[src/rtl/matrix_mem_banked_pkg.sv]
// matrix_mem_pkg: shared FSM type and sizing/init helpers for the banked matrix memory
package matrix_mem_pkg;
    typedef enum logic {INIT, IDLE} state_t;
    function automatic int idx_w(input int n);
        return (n > 1) ? $clog2(n) : 1;
    endfunction
    function automatic int init_val(input int i, input int j, input int base, input int row_step, input int col_step);
        return base + row_step * i + col_step * j;
    endfunction
endpackage

[src/rtl/matrix_mem_banked_if.sv]
// matrix_mem_if: control, write and dual read port bundle for the matrix memory
interface matrix_mem_if import matrix_mem_pkg::*; #(
    parameter int ROWS  = 2,
    parameter int COLS  = 2,
    parameter int WIDTH = 8
);
    localparam int RW = idx_w(ROWS);
    localparam int CW = idx_w(COLS);
    logic             init_req;
    logic             busy;
    logic             wr_en;
    logic [RW-1:0]    wr_row;
    logic [CW-1:0]    wr_col;
    logic [WIDTH-1:0] wr_data;
    logic             wr_ack;
    logic             rd_a_en;
    logic [RW-1:0]    rd_a_row;
    logic [CW-1:0]    rd_a_col;
    logic [WIDTH-1:0] rd_a_data;
    logic             rd_a_valid;
    logic             rd_b_en;
    logic [RW-1:0]    rd_b_row;
    logic [CW-1:0]    rd_b_col;
    logic             rd_b_trans;
    logic [WIDTH-1:0] rd_b_data;
    logic             rd_b_valid;
    logic             addr_err;
    modport master (
        output init_req, wr_en, wr_row, wr_col, wr_data,
        output rd_a_en, rd_a_row, rd_a_col, rd_b_en, rd_b_row, rd_b_col, rd_b_trans,
        input  busy, wr_ack, rd_a_data, rd_a_valid, rd_b_data, rd_b_valid, addr_err
    );
    modport slave (
        input  init_req, wr_en, wr_row, wr_col, wr_data,
        input  rd_a_en, rd_a_row, rd_a_col, rd_b_en, rd_b_row, rd_b_col, rd_b_trans,
        output busy, wr_ack, rd_a_data, rd_a_valid, rd_b_data, rd_b_valid, addr_err
    );
endinterface

[src/rtl/matrix_mem_banked_init_seq.sv]
// matrix_mem_init_seq: one-element-per-cycle init sweep FSM driving the array write port
module matrix_mem_init_seq import matrix_mem_pkg::*; #(
    parameter int ROWS      = 2,
    parameter int COLS      = 2,
    parameter int WIDTH     = 8,
    parameter int INIT_BASE = 5,
    parameter int ROW_STEP  = 2,
    parameter int COL_STEP  = 1
) (
    input  logic                            clk,
    input  logic                            rst,
    input  logic                            init_req,
    output logic                            busy,
    output logic                            sw_en,
    output logic [idx_w(ROWS*COLS)-1:0]     sw_idx,
    output logic [WIDTH-1:0]                sw_data
);
    localparam int RW = idx_w(ROWS);
    localparam int CW = idx_w(COLS);
    localparam int AW = idx_w(ROWS*COLS);
    state_t        state_q, state_d;
    logic [RW-1:0] row_q, row_d;
    logic [CW-1:0] col_q, col_d;
    logic          col_end, last;
    always_ff @(posedge clk or posedge rst) begin
        if (rst) begin
            state_q <= INIT;
            row_q   <= '0;
            col_q   <= '0;
        end else begin
            state_q <= state_d;
            row_q   <= row_d;
            col_q   <= col_d;
        end
    end
    // counters rest at zero in IDLE, so a new sweep always starts at element 0
    always_comb begin
        col_end = int'(col_q) == COLS - 1;
        last    = col_end && int'(row_q) == ROWS - 1;
        state_d = (state_q == IDLE) ? (init_req ? INIT : IDLE) : (last ? IDLE : INIT);
        col_d   = (state_q == IDLE || col_end) ? '0 : col_q + CW'(1);
        row_d   = (state_q == IDLE || last) ? '0 : (col_end ? row_q + RW'(1) : row_q);
    end
    always_comb begin
        busy    = state_q == INIT;
        sw_en   = busy;
        sw_idx  = AW'(int'(row_q) * COLS + int'(col_q));
        sw_data = WIDTH'(init_val(int'(row_q), int'(col_q), INIT_BASE, ROW_STEP, COL_STEP));
    end
endmodule

[src/rtl/matrix_mem_banked.sv]
// matrix_mem_banked: ROWSxCOLS element store with acked write, two registered reads and transposed port B
module matrix_mem_banked import matrix_mem_pkg::*; #(
    parameter int ROWS      = 2,
    parameter int COLS      = 2,
    parameter int WIDTH     = 8,
    parameter int INIT_BASE = 5,
    parameter int ROW_STEP  = 2,
    parameter int COL_STEP  = 1
) (
    input logic        clk,
    input logic        rst,
    matrix_mem_if.slave bus
);
    localparam int N  = ROWS * COLS;
    localparam int AW = idx_w(N);
    logic [WIDTH-1:0] mem [N];
    logic             busy, sw_en;
    logic [AW-1:0]    sw_idx, w_idx, a_idx, b_idx;
    logic [WIDTH-1:0] sw_data;
    int               b_row, b_col;
    logic             w_ok, a_ok, b_ok, w_go, a_go, b_go;
    logic             wr_ack_q, wr_ack_d, addr_err_q, addr_err_d;
    logic             rd_a_valid_q, rd_a_valid_d, rd_b_valid_q, rd_b_valid_d;
    logic [WIDTH-1:0] rd_a_data_q, rd_a_data_d, rd_b_data_q, rd_b_data_d;
    matrix_mem_init_seq #(
        .ROWS(ROWS), .COLS(COLS), .WIDTH(WIDTH),
        .INIT_BASE(INIT_BASE), .ROW_STEP(ROW_STEP), .COL_STEP(COL_STEP)
    ) u_init_seq (
        .clk(clk), .rst(rst), .init_req(bus.init_req), .busy(busy),
        .sw_en(sw_en), .sw_idx(sw_idx), .sw_data(sw_data)
    );
    // port B swaps row/col before the range check, so non-square transposes can fall outside
    always_comb begin
        b_row        = bus.rd_b_trans ? int'(bus.rd_b_col) : int'(bus.rd_b_row);
        b_col        = bus.rd_b_trans ? int'(bus.rd_b_row) : int'(bus.rd_b_col);
        w_ok         = int'(bus.wr_row) < ROWS && int'(bus.wr_col) < COLS;
        a_ok         = int'(bus.rd_a_row) < ROWS && int'(bus.rd_a_col) < COLS;
        b_ok         = b_row < ROWS && b_col < COLS;
        w_idx        = AW'(int'(bus.wr_row) * COLS + int'(bus.wr_col));
        a_idx        = AW'(int'(bus.rd_a_row) * COLS + int'(bus.rd_a_col));
        b_idx        = AW'(b_row * COLS + b_col);
        w_go         = !busy && bus.wr_en && w_ok;
        a_go         = !busy && bus.rd_a_en;
        b_go         = !busy && bus.rd_b_en;
        wr_ack_d     = w_go;
        addr_err_d   = !busy && ((bus.wr_en && !w_ok) || (bus.rd_a_en && !a_ok) || (bus.rd_b_en && !b_ok));
        rd_a_valid_d = a_go;
        rd_b_valid_d = b_go;
        rd_a_data_d  = a_go ? (a_ok ? mem[a_idx] : '0) : rd_a_data_q;
        rd_b_data_d  = b_go ? (b_ok ? mem[b_idx] : '0) : rd_b_data_q;
    end
    always_ff @(posedge clk) begin
        if (sw_en) mem[sw_idx] <= sw_data;
        else if (w_go) mem[w_idx] <= bus.wr_data;
    end
    always_ff @(posedge clk or posedge rst) begin
        if (rst) begin
            wr_ack_q     <= 1'b0;
            addr_err_q   <= 1'b0;
            rd_a_valid_q <= 1'b0;
            rd_b_valid_q <= 1'b0;
            rd_a_data_q  <= '0;
            rd_b_data_q  <= '0;
        end else begin
            wr_ack_q     <= wr_ack_d;
            addr_err_q   <= addr_err_d;
            rd_a_valid_q <= rd_a_valid_d;
            rd_b_valid_q <= rd_b_valid_d;
            rd_a_data_q  <= rd_a_data_d;
            rd_b_data_q  <= rd_b_data_d;
        end
    end
    assign bus.busy       = busy;
    assign bus.wr_ack     = wr_ack_q;
    assign bus.addr_err   = addr_err_q;
    assign bus.rd_a_valid = rd_a_valid_q;
    assign bus.rd_b_valid = rd_b_valid_q;
    assign bus.rd_a_data  = rd_a_data_q;
    assign bus.rd_b_data  = rd_b_data_q;
endmodule

[src/flat_wrapper.sv]
// flat-port wrapper written by rule: the top's interface ports become plain ports
module matrix_mem_banked_flat import matrix_mem_pkg::*;
#(
    parameter int ROWS      = 2,
    parameter int COLS      = 2,
    parameter int WIDTH     = 8,
    parameter int INIT_BASE = 5,
    parameter int ROW_STEP  = 2,
    parameter int COL_STEP  = 1
)
  (clk, rst, bus_init_req, bus_wr_en, bus_wr_row, bus_wr_col, bus_wr_data, bus_rd_a_en, bus_rd_a_row, bus_rd_a_col, bus_rd_b_en, bus_rd_b_row, bus_rd_b_col, bus_rd_b_trans, bus_busy, bus_wr_ack, bus_rd_a_data, bus_rd_a_valid, bus_rd_b_data, bus_rd_b_valid, bus_addr_err);
  matrix_mem_if #(.ROWS(ROWS), .COLS(COLS), .WIDTH(WIDTH)) bus_i ();
  input logic clk;
  input logic rst;
  input wire logic [$bits(bus_i.init_req)-1:0] bus_init_req;
  input wire logic [$bits(bus_i.wr_en)-1:0] bus_wr_en;
  input wire logic [$bits(bus_i.wr_row)-1:0] bus_wr_row;
  input wire logic [$bits(bus_i.wr_col)-1:0] bus_wr_col;
  input wire logic [$bits(bus_i.wr_data)-1:0] bus_wr_data;
  input wire logic [$bits(bus_i.rd_a_en)-1:0] bus_rd_a_en;
  input wire logic [$bits(bus_i.rd_a_row)-1:0] bus_rd_a_row;
  input wire logic [$bits(bus_i.rd_a_col)-1:0] bus_rd_a_col;
  input wire logic [$bits(bus_i.rd_b_en)-1:0] bus_rd_b_en;
  input wire logic [$bits(bus_i.rd_b_row)-1:0] bus_rd_b_row;
  input wire logic [$bits(bus_i.rd_b_col)-1:0] bus_rd_b_col;
  input wire logic [$bits(bus_i.rd_b_trans)-1:0] bus_rd_b_trans;
  output wire logic [$bits(bus_i.busy)-1:0] bus_busy;
  output wire logic [$bits(bus_i.wr_ack)-1:0] bus_wr_ack;
  output wire logic [$bits(bus_i.rd_a_data)-1:0] bus_rd_a_data;
  output wire logic [$bits(bus_i.rd_a_valid)-1:0] bus_rd_a_valid;
  output wire logic [$bits(bus_i.rd_b_data)-1:0] bus_rd_b_data;
  output wire logic [$bits(bus_i.rd_b_valid)-1:0] bus_rd_b_valid;
  output wire logic [$bits(bus_i.addr_err)-1:0] bus_addr_err;
  assign bus_i.init_req = bus_init_req;
  assign bus_i.wr_en = bus_wr_en;
  assign bus_i.wr_row = bus_wr_row;
  assign bus_i.wr_col = bus_wr_col;
  assign bus_i.wr_data = bus_wr_data;
  assign bus_i.rd_a_en = bus_rd_a_en;
  assign bus_i.rd_a_row = bus_rd_a_row;
  assign bus_i.rd_a_col = bus_rd_a_col;
  assign bus_i.rd_b_en = bus_rd_b_en;
  assign bus_i.rd_b_row = bus_rd_b_row;
  assign bus_i.rd_b_col = bus_rd_b_col;
  assign bus_i.rd_b_trans = bus_rd_b_trans;
  assign bus_busy = bus_i.busy;
  assign bus_wr_ack = bus_i.wr_ack;
  assign bus_rd_a_data = bus_i.rd_a_data;
  assign bus_rd_a_valid = bus_i.rd_a_valid;
  assign bus_rd_b_data = bus_i.rd_b_data;
  assign bus_rd_b_valid = bus_i.rd_b_valid;
  assign bus_addr_err = bus_i.addr_err;
  matrix_mem_banked #(.ROWS(ROWS), .COLS(COLS), .WIDTH(WIDTH), .INIT_BASE(INIT_BASE), .ROW_STEP(ROW_STEP), .COL_STEP(COL_STEP)) u_core (.clk(clk), .rst(rst), .bus(bus_i));
endmodule
[config.mk]
export PLATFORM = sky130hd
export DESIGN_NAME = matrix_mem_banked_flat
export DESIGN_NICKNAME = d
export VERILOG_FILES = /design/src/rtl/matrix_mem_banked_pkg.sv /design/src/rtl/matrix_mem_banked_if.sv /design/src/rtl/matrix_mem_banked_init_seq.sv /design/src/rtl/matrix_mem_banked.sv /design/src/flat_wrapper.sv
export SDC_FILE = /design/constraint.sdc
export NUM_CORES = 1
export LEC_CHECK = 0
export CORE_MARGIN = 4
export CORE_UTILIZATION = 40
export DETAILED_ROUTE_END_ITERATION = 8
export DONT_BUFFER_PORTS = 1
export PLACE_DENSITY = 0.61
export SLEW_MARGIN = 20
export SYNTH_ARGS = -nofsm -noshare
export SYNTH_HDL_FRONTEND = slang
export SYNTH_SLANG_ARGS = --single-unit
export TNS_END_PERCENT = 5
[constraint.sdc]
create_clock -name clk -period 2.45 [get_ports clk]
set_input_delay 0.3675 -clock clk [delete_from_list [all_inputs] [get_ports clk]]
set_output_delay 0.3675 -clock clk [all_outputs]
set_load 0.01 [all_outputs]
==> out/qor.yml, run 1 <==
yosysTopAreaCell: "edfxtp_1"
path_cells: "buf_4 -> nand2_1 -> clkinv_1 -> nor2_1 -> a31oi_1"
h-tree-depth: 2
dp_hpwl_mm: 4.04
ioPinCount: 42
r2r_end: "u_core.bus.rd_b_data[1]$_DFFE_PP0P_"
synth_edf_count: 32
critPathMaxFanout: 16
row_count: 28
synth_cell_types: 32
yosys-top-cells-area: "edfxtp_1 (40%), dfrtp_1 (23%), mux2_2 (10%), mux4_2 (7.4%), a221oi_1 (2.9%)"
grt_pass1_vias: 1559
cts_tree: "yes"
wl_per_cell_um: 21.5
vias: 1486
antenna_cells: 0
tns_ns: 0
route.detailed.drc: 0
place_area_sq_mm: 0.00249
slowest_stage: "dfrtp_1"
endpoint_kind: "flip-flop"
synthArstFlopShare: 0.407
min_period_over_period: 0.645
cts-root-buf: "clkbuf_8"
firstDrtPassIters: 5
hold_class: "primary input to async pin"
overflow: 0
stdcell_area_sq_mm: 0.00261
antenna_found_initial: 0
yosysWarningCount: 0
start_util: 0.410
startpoint_type: "flip-flop"
clock_skew_ns: 0.0103
critical_path_arrival_ns: 1.76
grt_max_degree: 23
pre_cts_slack_ns: 0.583
synth_top_area_frac: 0.396
syn_inst: 167
syn2layout_area_growth_pct: 7.68
routed_via_density: 6.07
ys_seq_area_frac: 0.623
slew_violations: 0
max-slew-margin-rel: 0.410
track_usage: 0.149
power_leakage_nw: 0.961
r2r_start: "u_core.u_init_seq.state_q$_DFF_PP0_"
drv_cap: 0
post-cts-setup-buffers: 0
grt_setup_unrepaired: "no"
p_per_area_mw_per_mm2: 1180
yosysMostFrequentCell: "edfxtp_1"
max_stage_delay_ns: 0.39
die-height_um: 85.9
clk-insertion-delay-late_ns: 0.31
ctsResizeCount: 0
portBuffers: 0
cts_buffers: 5
fin_ws_ns: 0.870
place_inst: 237
clkSinkCount: 54
grt_pass1_wl_mm: 8.45
cts.path.max_buffers: 2
drt_iter0_drc: 100
instances_no_fill: 245
finalHoldViolCount: 0
ir_drop_v: 0.000485
die-area_sq_mm: 0.00738
ys_top_cells_by_count: "edfxtp_1 (32), dfrtp_1 (22), mux2_2 (22), nor2_1 (14), a21oi_1 (9)"
reg2reg_depth: 5
num-nets-final: 191
core_sq_mm: 0.00592
tightest_slew_ns: 0.883
power_mw: 3.09
die_x_um: 85.9
ctsHoldBuffers: 0
setup_viol: 0
cp.required_ns: 2.63
status: "completed"
synth_area_per_cell_sq_um: 14.5
worstSetupPathType: "flip-flop to flip-flop"
max_freq_mhz: 633
ant_nets: 0
clk_pin_slew_worst_paths_ns: 0.10
drive_above_1_share: 0.247
ys_ff_latch: 54
min_period_ns: 1.58
r2r_slack_ns: 0.87
drt_wl_total_mm: 5.27
synth_flop_cell: "edfxtp_1"
startpoint: "u_core.u_init_seq.state_q$_DFF_PP0_"
netlist_area_sq_mm: 0.00243
gp_congestion: 0.877
syn_nets: 189
## worst max path at each step
stage | endpoint | slack (ns) | cells after the start
2_1_floorplan | u_core.mem[0][0]$_DFFE_PP_ | 0.73 | 3
3_3_place_gp | u_core.mem[0][6]$_DFFE_PP_ | 0.70 | 2
3_5_place_dp | u_core.mem[0][3]$_DFFE_PP_ | 0.58 | 2
4_1_cts | u_core.mem[0][3]$_DFFE_PP_ | 0.55 | 2
5_1_grt | u_core.bus.rd_b_data[1]$_DFFE_PP0P_ | 0.77 | 5
6_report | u_core.bus.rd_b_data[1]$_DFFE_PP0P_ | 0.87 | 5
## area by class of cell
type	count	area (sq um)
Fill cell	534	3310
Inverter	5	18.8
Multi-Input combinational cell	100	853
Sequential cell	54	1510
Tap cell	75	93.8
Timing Repair Buffer	3	22.5
Clock buffer	5	68.8
Clock inverter	3	43.8
## layout by cell type, fill, tap and decap left out, drive strengths merged, types with 2 or more instances in the layout
cell type  count
a21oi          9
a221oi         8
a22oi          6
a31oi          2
and3           4
and3b          2
buf            3
clkbuf         5
clkinv         2
dfrtp         22
edfxtp        32
inv            5
mux2          22
mux4           8
nand2          4
nor2          14
nor2b          2
nor3b          2
o21ai          6
## report_power, final
part / total [mW] / leakage [nW] / internal, mW / switching [mW]
Clock: 0.602 / 0.0585 / 0.307 / 0.296
Sequential: 1.74 / 0.561 / 1.42 / 0.321
Combinational: 0.753 / 0.342 / 0.350 / 0.404
Total: 3.09 / 0.961 / 2.07 / 1.02
## metal layers
layer / global-route usage / vias to the layer above / wire [um]
li1: - / 648 / -
met1: 0.188 / 764 / 2250
met2: 0.251 / 65 / 2620
met3: 0.0480 / 9 / 352
met4: 0.0345 / 0 / 43
met5: 0 / - / 0
## per-stage QoR
step / utilization / hold slack [ns]
3_3_place_gp: 0.421 / 0.461
2_1_floorplan: - / 0.357
3_5_place_dp: 0.421 / 0.462
5_1_grt: 0.441 / 0.129
6_report: 0.441 / 0.125
4_1_cts: 0.440 / 0.135
## critical path, delay by kind of cell (launching register included)
family,cells,cell delay (ns)
buffers and inverters,2,0.54
and+or+nand+nor,2,0.47
DFF,1,0.39
AOI/OAI and AO/OA,1,0.06
## flip-flops by register name (all words and copies together) (netlist names)
| register | count |
|---|---|
| u_core.mem | 32 |
| u_core.bus.rd_a_data | 8 |
| u_core.bus.rd_b_data | 8 |
| u_core.bus.rd_a_valid | 1 |
| u_core.bus.rd_b_valid | 1 |
| u_core.bus.wr_ack | 1 |
| u_core.u_init_seq.col_end | 1 |
| u_core.u_init_seq.row_q | 1 |
| u_core.u_init_seq.state_q | 1 |
## cell families after synthesis
| logic type | Yosys count | share of synthesized area |
|---|---|---|
| AND/OR/NAND/NOR | 34 | 0.0727 |
| other | 1 | 0.00155 |
| AO/OA/AOI/OAI | 33 | 0.0903 |
| multiplexers | 30 | 0.176 |
| flip-flops | 54 | 0.623 |
| adder cells (fa/ha/maj) | 1 | 0.00516 |
| buffers and inverters | 13 | 0.0273 |
| XOR/XNOR | 1 | 0.00361 |
Power figures use the tool's default switching activity.
==> run 2, diff against run 1 <==
--- a/config.mk
+++ b/config.mk
@@ -9,7 +9,7 @@
 export CORE_UTILIZATION = 40
 export DETAILED_ROUTE_END_ITERATION = 8
 export DONT_BUFFER_PORTS = 1
-export PLACE_DENSITY = 0.61
+export PLACE_DENSITY = 0.63
 export SLEW_MARGIN = 20
 export SYNTH_ARGS = -nofsm -noshare
 export SYNTH_HDL_FRONTEND = slang
==> constraint.sdc (replaced) <==
create_clock -name clk -period 1.3 [get_ports clk]
set_input_delay 0.195 -clock clk [delete_from_list [all_inputs] [get_ports clk]]
set_output_delay 0.195 -clock clk [all_outputs]
set_load 0.01 [all_outputs]
==> out/qor.yml, run 2 (synthesis results as in run 1) <==
status: "finished with violations"  # was completed
violations: "setup timing"
route.detailed.drc: 0  # unchanged
endpoint_kind: "flip-flop"  # unchanged
max_freq_mhz: 742  # was 633 MHz
syn2layout_area_growth_pct: 17.1  # was 7.68%
largest_reg_flops: 32  # unchanged
regArea_sq_mm: 0.00151  # about the same
min_period_over_period: 1.04  # was 0.645
tightest_slew_ns: 0.632  # was 0.883 ns
row_count: 28  # unchanged
fin_ws_ns: -0.0468  # was 0.870 ns
tns_ns: -0.388  # was 0 ns
firstDrtPassIters: 6  # was 5
max-slew-margin-rel: 0.579  # was 0.410
ant_nets: 0  # unchanged
start_util: 0.410  # unchanged
antenna_found_initial: 0  # unchanged
cp.required_ns: 1.33  # was 2.63 ns
finalHoldViolCount: 0  # unchanged
grt_max_degree: 21  # was 23
final_common_cell: "edfxtp_1"  # unchanged
place_area_sq_mm: 0.00265  # was 0.00249 sq mm
cts.path.max_buffers: 2  # unchanged
worstSetupPathType: "flip-flop to flip-flop"  # unchanged
num-nets-final: 208  # was 191
wl_per_cell_um: 19.1  # was 21.5 um
routed_via_density: 5.73  # was 6.07
min_period_ns: 1.35  # was 1.58 ns
timing.hold.ws_ns: 0.152  # was 0.125 ns
overflow: 0  # unchanged
slew_violations: 0  # unchanged
core_sq_mm: 0.00592  # unchanged
power_mw: 6.12  # was 3.09 mW
cts_buffers: 5  # unchanged
cts-root-buf: "clkbuf_8"  # unchanged
portBuffers: 0  # unchanged
largest_register: "u_core.mem"  # unchanged
h-tree-depth: 2  # unchanged
die-height_um: 85.9  # unchanged
final_cell_mix: "edfxtp_1 (32), mux2_2 (22), dfrtp_1 (21)"  # was edfxtp_1 (32), mux2_2 (22), dfrtp_1 (22)
die_x_um: 85.9  # unchanged
gp_congestion: 0.850  # was 0.877
drt_wl_total_mm: 5.00  # was 5.27 mm
setup_viol: 12  # was 0
clock_skew_ns: 0.00467  # was 0.0103 ns
grt_pass1_wl_mm: 8.09  # was 8.45 mm
drt_iter0_drc: 103  # was 100
critical_path_arrival_ns: 1.38  # was 1.76 ns
multi_input_area_sq_um: 930  # was 853 sq um
critPathMaxFanout: 8  # was 16
grt_pass1_vias: 1566  # was 1,559
ioPinCount: 42  # unchanged
p_per_area_mw_per_mm2: 2150  # was 1180 mW/mm^2
dp_hpwl_mm: 3.90  # was 4.04 mm
ir_drop_v: 0.000901  # was 0.000485 V
vias: 1501  # was 1,486
hold_class: "primary input to flip-flop"  # was primary input to async pin
grt_setup_unrepaired: "yes"  # was no
cts_tree: "yes"  # unchanged
antenna_cells: 0  # unchanged
clk_pin_slew_worst_paths_ns: 0.10  # about the same
die-area_sq_mm: 0.00738  # unchanged
clkSinkCount: 54  # unchanged
clk-insertion-delay-late_ns: 0.31  # about the same
stdcell_area_sq_mm: 0.00284  # was 0.00261 sq mm
fillers: 510  # was 534
track_usage: 0.143  # was 0.149
drv_cap: 0  # unchanged
drive_above_1_share: 0.374  # was 0.247
power_leakage_nw: 1.07  # was 0.961 nW
startpoint_type: "flip-flop"  # unchanged
==> run 2: path summary, 6_finish.rpt <==
path | cells past startpoint | end | slack [ns] | startpoint
max | 3 | u_core.mem[0][0]$_DFFE_PP_ | -0.05 | u_core.u_init_seq.col_end$_DFF_PP0_
min reg2reg | 1 | u_core.bus.rd_a_data[2]$_DFFE_PP0P_ | 0.59 | u_core.bus.rd_a_data[2]$_DFFE_PP0P_
min in group asynchronous | 2 | u_core.bus.rd_b_data[7]$_DFFE_PP0P_ | 0.18 | rst
min | 3 | u_core.bus.rd_b_valid$_DFF_PP0_ | 0.15 | bus_rd_b_en
max in group asynchronous | 3 | u_core.u_init_seq.state_q$_DFF_PP0_ | 0.63 | rst
max reg2reg | 3 | u_core.mem[0][0]$_DFFE_PP_ | -0.05 | u_core.u_init_seq.col_end$_DFF_PP0_
==> run 2: stage by stage <==
stage / setup WS, ns / util / std cells
global route: -0.0614 / 0.480 / 262
floorplan: -0.000873 / - / 167
global placement: -0.0269 / 0.447 / 250
CTS: -0.0366 / 0.473 / 262
finish: -0.0468 / 0.480 / 262
detailed placement: -0.0851 / 0.447 / 250
==> run 2: layout make-up <==
cell class,count,area share
Multi-Input combinational cell,100,0.327
Timing Repair Buffer,20,0.0691
Tap cell,75,0.0330
Inverter,5,0.00661
Clock inverter,2,0.00616
Sequential cell,54,0.532
Clock buffer,6,0.0255
==> run 2: timing repair <==
action	in CTS	in global routing
buffers inserted	2	0
setup endpoints to repair	23	64
pin swaps	1	1
endpoints found under the hold margin	23	0
hold buffers	2	0
cloned	0	0
gates resized for setup	3	8
==> run 2: routing by layer <==
layer	share of wire	GRT usage
met1	0.41	0.167
met4	0.022	0.0604
met2	0.48	0.233
met3	0.082	0.0576
met5	0	0
==> run 2: where the power goes <==
| group | total, mW | leakage [nW] | internal (mW) | switching (mW) |
|---|---|---|---|---|
| Clock | 0.943 | 0.0462 | 0.395 | 0.548 |
| Sequential | 3.28 | 0.560 | 2.67 | 0.611 |
| Combinational | 1.90 | 0.467 | 1.03 | 0.870 |
| Total | 6.12 | 1.07 | 4.09 | 2.03 |
==> run 2: worst max-delay path, cell delays in order (launching register included) <==
cell     delay [ns]
dfrtp_1        0.44
or3_4          0.40
o31ai_4        0.07
buf_12         0.16
